$ cat config.mk
export PLATFORM = sky130hd
export DESIGN_NAME = rgb_sequencer
export DESIGN_NICKNAME = d
export VERILOG_FILES = /design/src/rtl/rgb_sequencer.sv
export SDC_FILE = /design/constraint.sdc
export NUM_CORES = 1
export LEC_CHECK = 0
export CAP_MARGIN = 5
export CORE_ASPECT_RATIO = 1.1
export CORE_MARGIN = 2
export CORE_UTILIZATION = 60
export CTS_CLUSTER_SIZE = 12
export DETAILED_ROUTE_END_ITERATION = 8
export PLACE_DENSITY = 0.82
export SYNTH_ARGS = -nofsm -noshare
export SYNTH_HDL_FRONTEND = slang
export SYNTH_SLANG_ARGS = --single-unit
$ cat constraint.sdc
create_clock -name clk -period 9.2 [get_ports clk]
set_clock_uncertainty 0.1 [all_clocks]
set_input_delay 1.84 -clock clk [delete_from_list [all_inputs] [get_ports clk]]
set_output_delay 1.84 -clock clk [all_outputs]
set_load 0.03 [all_outputs]
$ cat src/rtl/rgb_sequencer.sv
// ============================================================================
//  Module   : rgb_sequencer
//  Purpose  : Colour sequencer ahead of the RGB PWM mixer. Passes manual levels
//             through, or ramps through a programmable table of RGB targets.
//  Revision : 1.0 - initial release
// ============================================================================
`default_nettype none

module rgb_sequencer #(
  parameter int WIDTH    = 8,
  parameter int STEPS    = 4,
  parameter int DIV_BITS = 16
) (
  input  logic                     clk,
  input  logic                     reset,
  input  logic [WIDTH-1:0]         man_level0,
  input  logic [WIDTH-1:0]         man_level1,
  input  logic [WIDTH-1:0]         man_level2,
  input  logic                     cfg_we,
  input  logic [4:0]               cfg_addr,
  input  logic [31:0]              cfg_data,
  input  logic                     start,
  input  logic                     stop,
  output logic [WIDTH-1:0]         level0,
  output logic [WIDTH-1:0]         level1,
  output logic [WIDTH-1:0]         level2,
  output logic                     busy,
  output logic [$clog2(STEPS)-1:0] step_idx,
  output logic                     done
);

  localparam int                 c_IDX_W    = $clog2(STEPS);
  localparam int                 c_HOLD_LSB = 3 * WIDTH;
  localparam logic [c_IDX_W-1:0] c_LAST     = c_IDX_W'(STEPS - 1);

  typedef enum logic [2:0] {
    S_IDLE  = 3'd0,
    S_LOAD  = 3'd1,
    S_RAMP  = 3'd2,
    S_HOLD  = 3'd3,
    S_FINAL = 3'd4
  } state_t;

  // Configuration registers
  logic                loop_q;
  logic [DIV_BITS-1:0] div_q;
  logic [WIDTH-1:0]    tab_q      [STEPS][3];
  logic [7:0]          hold_tab_q [STEPS];

  // Sequencer state
  state_t              state_q;
  logic                busy_q;
  logic                done_q;
  logic [c_IDX_W-1:0]  sidx_q;
  logic [DIV_BITS-1:0] cnt_q;
  logic [7:0]          hold_cnt_q;
  logic [WIDTH-1:0]    lvl_q [3];
  logic [WIDTH-1:0]    tgt_q [3];

  logic [WIDTH-1:0]    w_man [3];
  logic [DIV_BITS-1:0] w_div_last;
  logic                w_tick;
  logic                w_at_tgt;

  assign w_man[0] = man_level0;
  assign w_man[1] = man_level1;
  assign w_man[2] = man_level2;

  // A divider of zero behaves like one: tick every cycle.
  assign w_div_last = (div_q == '0) ? '0 : div_q - DIV_BITS'(1);
  assign w_tick     = (cnt_q == w_div_last);

  always_comb begin
    w_at_tgt = 1'b1;
    for (int k = 0; k < 3; k++) begin
      if (lvl_q[k] != tgt_q[k]) w_at_tgt = 1'b0;
    end
  end

  always_ff @(posedge clk) begin
    if (reset) begin
      loop_q <= 1'b0;
      div_q  <= '0;
      for (int i = 0; i < STEPS; i++) begin
        hold_tab_q[i] <= '0;
        for (int k = 0; k < 3; k++) tab_q[i][k] <= '0;
      end
    end else if (cfg_we) begin
      if (cfg_addr == 5'd0) loop_q <= cfg_data[0];
      if (cfg_addr == 5'd1) div_q  <= cfg_data[DIV_BITS-1:0];
      for (int i = 0; i < STEPS; i++) begin
        if (cfg_addr == 5'(i + 2)) begin
          hold_tab_q[i] <= cfg_data[c_HOLD_LSB +: 8];
          for (int k = 0; k < 3; k++) tab_q[i][k] <= cfg_data[k*WIDTH +: WIDTH];
        end
      end
    end
  end

  always_ff @(posedge clk) begin
    if (reset) begin
      state_q    <= S_IDLE;
      busy_q     <= 1'b0;
      done_q     <= 1'b0;
      sidx_q     <= '0;
      cnt_q      <= '0;
      hold_cnt_q <= '0;
      for (int k = 0; k < 3; k++) begin
        lvl_q[k] <= '0;
        tgt_q[k] <= '0;
      end
    end else begin
      done_q <= 1'b0;
      // Prescaler only runs in RAMP/HOLD, so every LOAD restarts it from zero.
      if (state_q == S_RAMP || state_q == S_HOLD)
        cnt_q <= w_tick ? '0 : cnt_q + DIV_BITS'(1);
      else
        cnt_q <= '0;

      case (state_q)
        S_IDLE: begin
          for (int k = 0; k < 3; k++) lvl_q[k] <= w_man[k];
          if (start && !stop) begin
            state_q <= S_LOAD;
            sidx_q  <= '0;
            busy_q  <= 1'b1;
          end
        end
        S_LOAD: begin
          if (stop) begin
            state_q <= S_IDLE;
            busy_q  <= 1'b0;
          end else begin
            for (int k = 0; k < 3; k++) tgt_q[k] <= tab_q[sidx_q][k];
            hold_cnt_q <= hold_tab_q[sidx_q];
            state_q    <= S_RAMP;
          end
        end
        S_RAMP: begin
          if (stop) begin
            state_q <= S_IDLE;
            busy_q  <= 1'b0;
          end else if (w_at_tgt) begin
            state_q <= S_HOLD;
          end else if (w_tick) begin
            for (int k = 0; k < 3; k++) begin
              if (lvl_q[k] < tgt_q[k])      lvl_q[k] <= lvl_q[k] + WIDTH'(1);
              else if (lvl_q[k] > tgt_q[k]) lvl_q[k] <= lvl_q[k] - WIDTH'(1);
            end
          end
        end
        S_HOLD: begin
          if (stop) begin
            state_q <= S_IDLE;
            busy_q  <= 1'b0;
          end else if (w_tick) begin
            if (hold_cnt_q != 8'd0) begin
              hold_cnt_q <= hold_cnt_q - 8'd1;
            end else if (sidx_q != c_LAST) begin
              sidx_q  <= sidx_q + c_IDX_W'(1);
              state_q <= S_LOAD;
            end else if (loop_q) begin
              sidx_q  <= '0;
              state_q <= S_LOAD;
            end else begin
              done_q  <= 1'b1;
              busy_q  <= 1'b0;
              state_q <= S_FINAL;
            end
          end
        end
        S_FINAL: begin
          if (stop) begin
            state_q <= S_IDLE;
          end else if (start) begin
            state_q <= S_LOAD;
            sidx_q  <= '0;
            busy_q  <= 1'b1;
          end
        end
        default: begin
          state_q <= S_IDLE;
          busy_q  <= 1'b0;
        end
      endcase
    end
  end

  assign level0   = lvl_q[0];
  assign level1   = lvl_q[1];
  assign level2   = lvl_q[2];
  assign busy     = busy_q;
  assign done     = done_q;
  assign step_idx = sidx_q;

endmodule

`default_nettype wire
# Word level (Yosys, flattened, before mapping)
# Memories as Yosys holds them, arrays and structs flattened. A register that Yosys moved wholly into a read port is not among the register bits.
# Cells that the tools add are included.
dict set report totals {
  reg_bits 48
  n_memories 4
  wordCells 250
  output_inout_bits 28
  inputBits 66
  mem_bits_rw 176
}
dict set report classes {
  bitwise 31
  addsub 10
  n_mux 143
  order_cmp 6
  n_eq_ne 30
  reduce_logical 18
}
# memory words word_bits rd rd_clocked_by_memory_dff write_ports line
set memory_table {}
lappend memory_table {tab_q 4 24 1 1 4 47} ;# logic [WIDTH-1:0] tab_q [STEPS][3];
lappend memory_table {hold_tab_q 4 8 1 1 4 48} ;# logic [7:0] hold_tab_q [STEPS];
lappend memory_table {lvl_q 3 8 3 0 3 57} ;# logic [WIDTH-1:0] lvl_q [3];
lappend memory_table {tgt_q 3 8 3 0 3 58} ;# logic [WIDTH-1:0] tgt_q [3];
# operator n
set ops {}
lappend ops {{2-to-1 mux 8 bit} 32}
lappend ops {{2-to-1 mux 1 bit} 83}
lappend ops {{subtractor 8 x 1 -> 8 bit (second input constant)} 4}
lappend ops {{2-to-1 mux 3 bit} 10}
lappend ops {{OR 1 bit} 28}
lappend ops {{2-to-1 mux 2 bit} 13}
lappend ops {{adder 8 x 1 -> 8 bit (second input constant)} 3}
lappend ops {{greater-than comparator 8 bit} 3}
lappend ops {{less-than comparator 8 bit} 3}
lappend ops {{!= test 8 bit} 3}
lappend ops {{!= test 3 bit (second input constant)} 6}
lappend ops {{adder 16 x 1 -> 16 bit (second input constant)} 1}
lappend ops {{equality test 16 bit} 1}
lappend ops {{zero test 16 bit} 1}
lappend ops {{2-to-1 mux 16 bit} 1}
lappend ops {{!= test 2 bit (second input constant)} 8}
lappend ops {{one-hot mux 8 bit (2 select lines)} 1}
lappend ops {{AND reduction 8 bit} 2}
lappend ops {{subtractor 16 x 1 -> 16 bit (second input constant)} 1}
lappend ops {{one-hot mux 3 bit (5 select lines)} 1}
lappend ops {{equality test 5 x 2 -> 1 bit (second input constant)} 2}
lappend ops {{equality test 5 x 3 -> 1 bit (second input constant)} 2}
lappend ops {{AND reduction 5 bit} 2}
lappend ops {{nonzero test 8 bit} 1}
lappend ops {{other kinds (21)} 26}

# Depth between registers and ports, before layout
# An unclocked memory read counts as a cell.
dict set report logic_depth {
  word_depth 12
  depth_mapped 21
  ltp_nobuf 19
}

# Worst setup path before layout
# OpenSTA, ideal clock, no wires.
dict set report synth_timing {
  path_kind {input-to-reg}
  startpoint {input cfg_addr[3]}
  endpoint {memory hold_tab_q[0][0] (enable)}
  n_path_buf 0
  stages 5
  slack_ps 4103
  setup_ps 466
  arrival_time_ps 4531
  t_required_ps 8634
  path_cell_list {nor2_1 nand2_1 nor2_1 nand2_1 o21ai_0}
}
# element line
set synth_lines {}
lappend synth_lines {{start, declared} 20} ;# input logic [4:0] cfg_addr,
lappend synth_lines {{end, declared} 48}

==> results.toml <==
[route]
ant_nets = 0
drt-initial-drc-count = 776
viasPerCell = 6.04
wl_per_cell_um = 18.7
drt_pre_antenna_iters = 6
dr_total_vias = 8517
drc = 0
drt_wl_total_mm = 26.4

[yosys]
synth_edf_count = 176
synth_largest_area_cell = "edfxtp_1"
avgSynthCellArea_um2 = 11.3
synth_area_um2 = 12000
synth_cell_types = 72
synth_top_cells_by_area = "edfxtp_1 (44%), dfxtp_1 (8.3%), mux4_2 (6.0%), ha_1 (4.5%), and2_1 (4.1%)"
synth_warnings = 0
synth_top_area_share_pct = 43.9
yosysSeqAreaShare_pct = 52.3
ys_top_cells_by_count = "edfxtp_1 (176), nand2_1 (109), and2_1 (78)"
syn_inst = 1065
yosysMostFrequentCell = "edfxtp_1"
synth-async-reset-ratio_pct = 0
syn-num-nets = 1176
ys_ff_latch = 226
ys.flop_type = "edfxtp_1"

[clock_tree]
cts_resized = 0
cts_tree = "done"
clkTransAtPathRegs_ns = 0.06
h-tree-depth = 1
cts_root_buffer = "clkbuf_16"
cts_buffer_depth = 3
cts_sinks = 226
worstSkewPairLatency_ns = 0.52
numCtsBuffers = 24
cts_setup_buffers = 0
cts_hold_buf = 0

[setup_path]
crit_type = "in2reg"
arrival_ns = 5.82
cp.required_ns = 9.35
cp-end-kind = "flip-flop"
cp_max_fo = 8
start_kind = "primary input"

[finish]
syn_to_final_growth_pct = 15.6
fin_cells = 1410
multi_input_area_um2 = 5370
drive_gt1_share_pct = 8.56
num-nets-final = 1251
fillers = 1378
stdcell_area_um2 = 13900
register_area_um2 = 6290
fin_util_pct = 70.5

[die]
die_h_um = 152
fp.dieW_um = 139
ios = 94
rows = 54
dieArea_um2 = 21200
core-area_um2 = 19700
start_util_pct = 61.0

[power_and_ir_drop]
ir_worst_vdd_mv = 0.193
power.share.sequential_pct = 47.4
p_per_area_nw_per_um2 = 190
p_int_mw = 1.91
clock_power_share_pct = 33.8
p_comb_share_pct = 18.8
p_sw_share_pct = 27.6
p_sw_mw = 0.731
p_leak_nw = 5.05

[place]
place_worst_setup_slack_ns = 3.07
portBuffers = 93
dp_cells = 1366
placed_area_um2 = 13200
gp_congestion = 0.930
hpwlAfterDp_mm = 18.0

[sta]
maxSlewHeadroom_pct = 18.8
worstMarginPinSlew_ns = 1.21
fin_crit_sh_pct = 61.6
rsz0062_at_grt = "false"
fin_ws_ns = 3.54
setup_violations = 0
max_freq_mhz = 177
final-hold-violation-count = 0
final_max_slew_viol_count = 0
min_period_ns = 5.66
fin_setup_tns_ns = 0

[grt]
grt.total_usage_pct = 25.0
use_met3_pct = 4.12
antenna_found_initial = 1
grt_start_max_net_pins = 42
grt_pass1_vias = 8457
grt-ovfl-total = 0
gr-usage-met2_pct = 43.6
top_usage_layer = "met2"
met1_usage_pct = 32.3
grt_pass1_wl_mm = 43.0

[worst_hold_path]
hold_path.class = "reg2reg"

[run]
max_cap_violations = 0

[outcome]
outcome = "finished, final reports clean"
==> critical path: stages <==
cell,delay (ns)
clkdlybuf4s50_1,0.52
nor2_1,0.38
nand3b_1,0.15
a21oi_1,0.58
nand3_1,0.33
nor2_1,0.43
ha_1,0.32
a21o_1,0.18
a21oi_1,0.21
o21bai_1,0.08
a21oi_1,0.23
o21ai_0,0.15
xnor2_1,0.18
xnor2_1,0.14
o21ai_1,0.08
==> metal layers <==
layer  routed length (um)  part of all wire, %
met3                 2070                  7.8
met5                    0                    0
met1                10500                   40
met4                  595                  2.3
met2                13200                   50
==> logic make-up after synthesis <==
kind of cell	share of synthesized area [%]
mux	6.69
fa+ha+maj	4.81
xor+xnor	4.16
buf+inv	3.43
compound gates	9.23
flops	52.3
simple gates	19.4
==> power groups by stage <==
stage / combinational [mW] / sequential (mW) / clock (mW)
floorplan: 0.293 / 1.30 / 0
global placement: 0.483 / 1.27 / 0
detailed placement: 0.494 / 1.27 / 0
CTS: 0.497 / 1.25 / 0.902
global route: 0.546 / 1.26 / 0.948
finish: 0.497 / 1.25 / 0.895
==> placed cells by master, fill, tap and decap left out, types with 6 or more instances in the layout <==
| master | Yosys | layout |
|---|---|---|
| nor4_1 | 9 | 7 |
| nor2b_1 | 54 | 54 |
| dfxtp_1 | 50 | 49 |
| o32ai_1 | 6 | 6 |
| nand2_1 | 109 | 108 |
| xnor2_1 | 22 | 22 |
| o21ai_0 | 37 | 34 |
| o31a_1 | 6 | 6 |
| nand2b_1 | 11 | 11 |
| edfxtp_1 | 176 | 176 |
| or4_1 | 8 | 8 |
| nor3_1 | 15 | 13 |
| nand4_1 | 12 | 12 |
| buf_4 | 2 | 12 |
| inv_1 | 46 | 46 |
| and3_1 | 20 | 20 |
| ha_1 | 43 | 43 |
| clkbuf_1 | 40 | 10 |
| or3_1 | 9 | 9 |
| a21o_1 | 8 | 8 |
| nor2_1 | 58 | 58 |
| nand3_1 | 23 | 23 |
| clkbuf_16 | 0 | 24 |
| o31ai_1 | 8 | 8 |
| mux4_2 | 32 | 32 |
| and2_1 | 78 | 78 |
| xor2_1 | 22 | 22 |
| clkdlybuf4s50_1 | 0 | 93 |
| o21ai_1 | 11 | 11 |
| a21oi_1 | 47 | 47 |
==> path summary, 6_finish.rpt <==
check	from	slack, ns	depth (start not counted)	endpoint
worst max-delay path	stop	3.54	15	lvl_q[1][7]$_DFFE_PP_
worst max register to register	div_q[0]$_SDFFE_PP0P_	3.55	19	lvl_q[1][7]$_DFFE_PP_
worst min register to register	cnt_q[0]$_SDFF_PP0_	0.39	1	cnt_q[0]$_SDFF_PP0_
worst min-delay path	cnt_q[0]$_SDFF_PP0_	0.39	1	cnt_q[0]$_SDFF_PP0_
==> flip-flops by register name (all words and copies together) (netlist names), named ones only <==
name / count
tab_q: 96
cnt_q: 16
done: 1
step_idx: 2
state_q: 3
hold_cnt_q: 8
tgt_q: 24
hold_tab_q: 32
div_q: 16
loop_q: 1
lvl_q: 24
busy: 1
==> metrics by stage <==
stage,power (mW),hold WS (ns)
2_1_floorplan,1.59,0.342
3_3_place_gp,1.75,0.367
3_5_place_dp,1.77,0.375
4_1_cts,2.65,0.388
5_1_grt,2.76,0.399
6_report,2.65,0.388
==> final cells by class <==
cell class | instances | share of cell area (%)
flip-flops and latches | 226 | 45.2
multi-input cells | 736 | 38.6
repair buffers | 105 | 7.34
clock buffers | 35 | 4.69
well taps | 252 | 2.27
inverters | 47 | 1.27
clock inverters | 8 | 0.531
diodes | 1 | 0.0180
(Power assumes the default switching activity.)
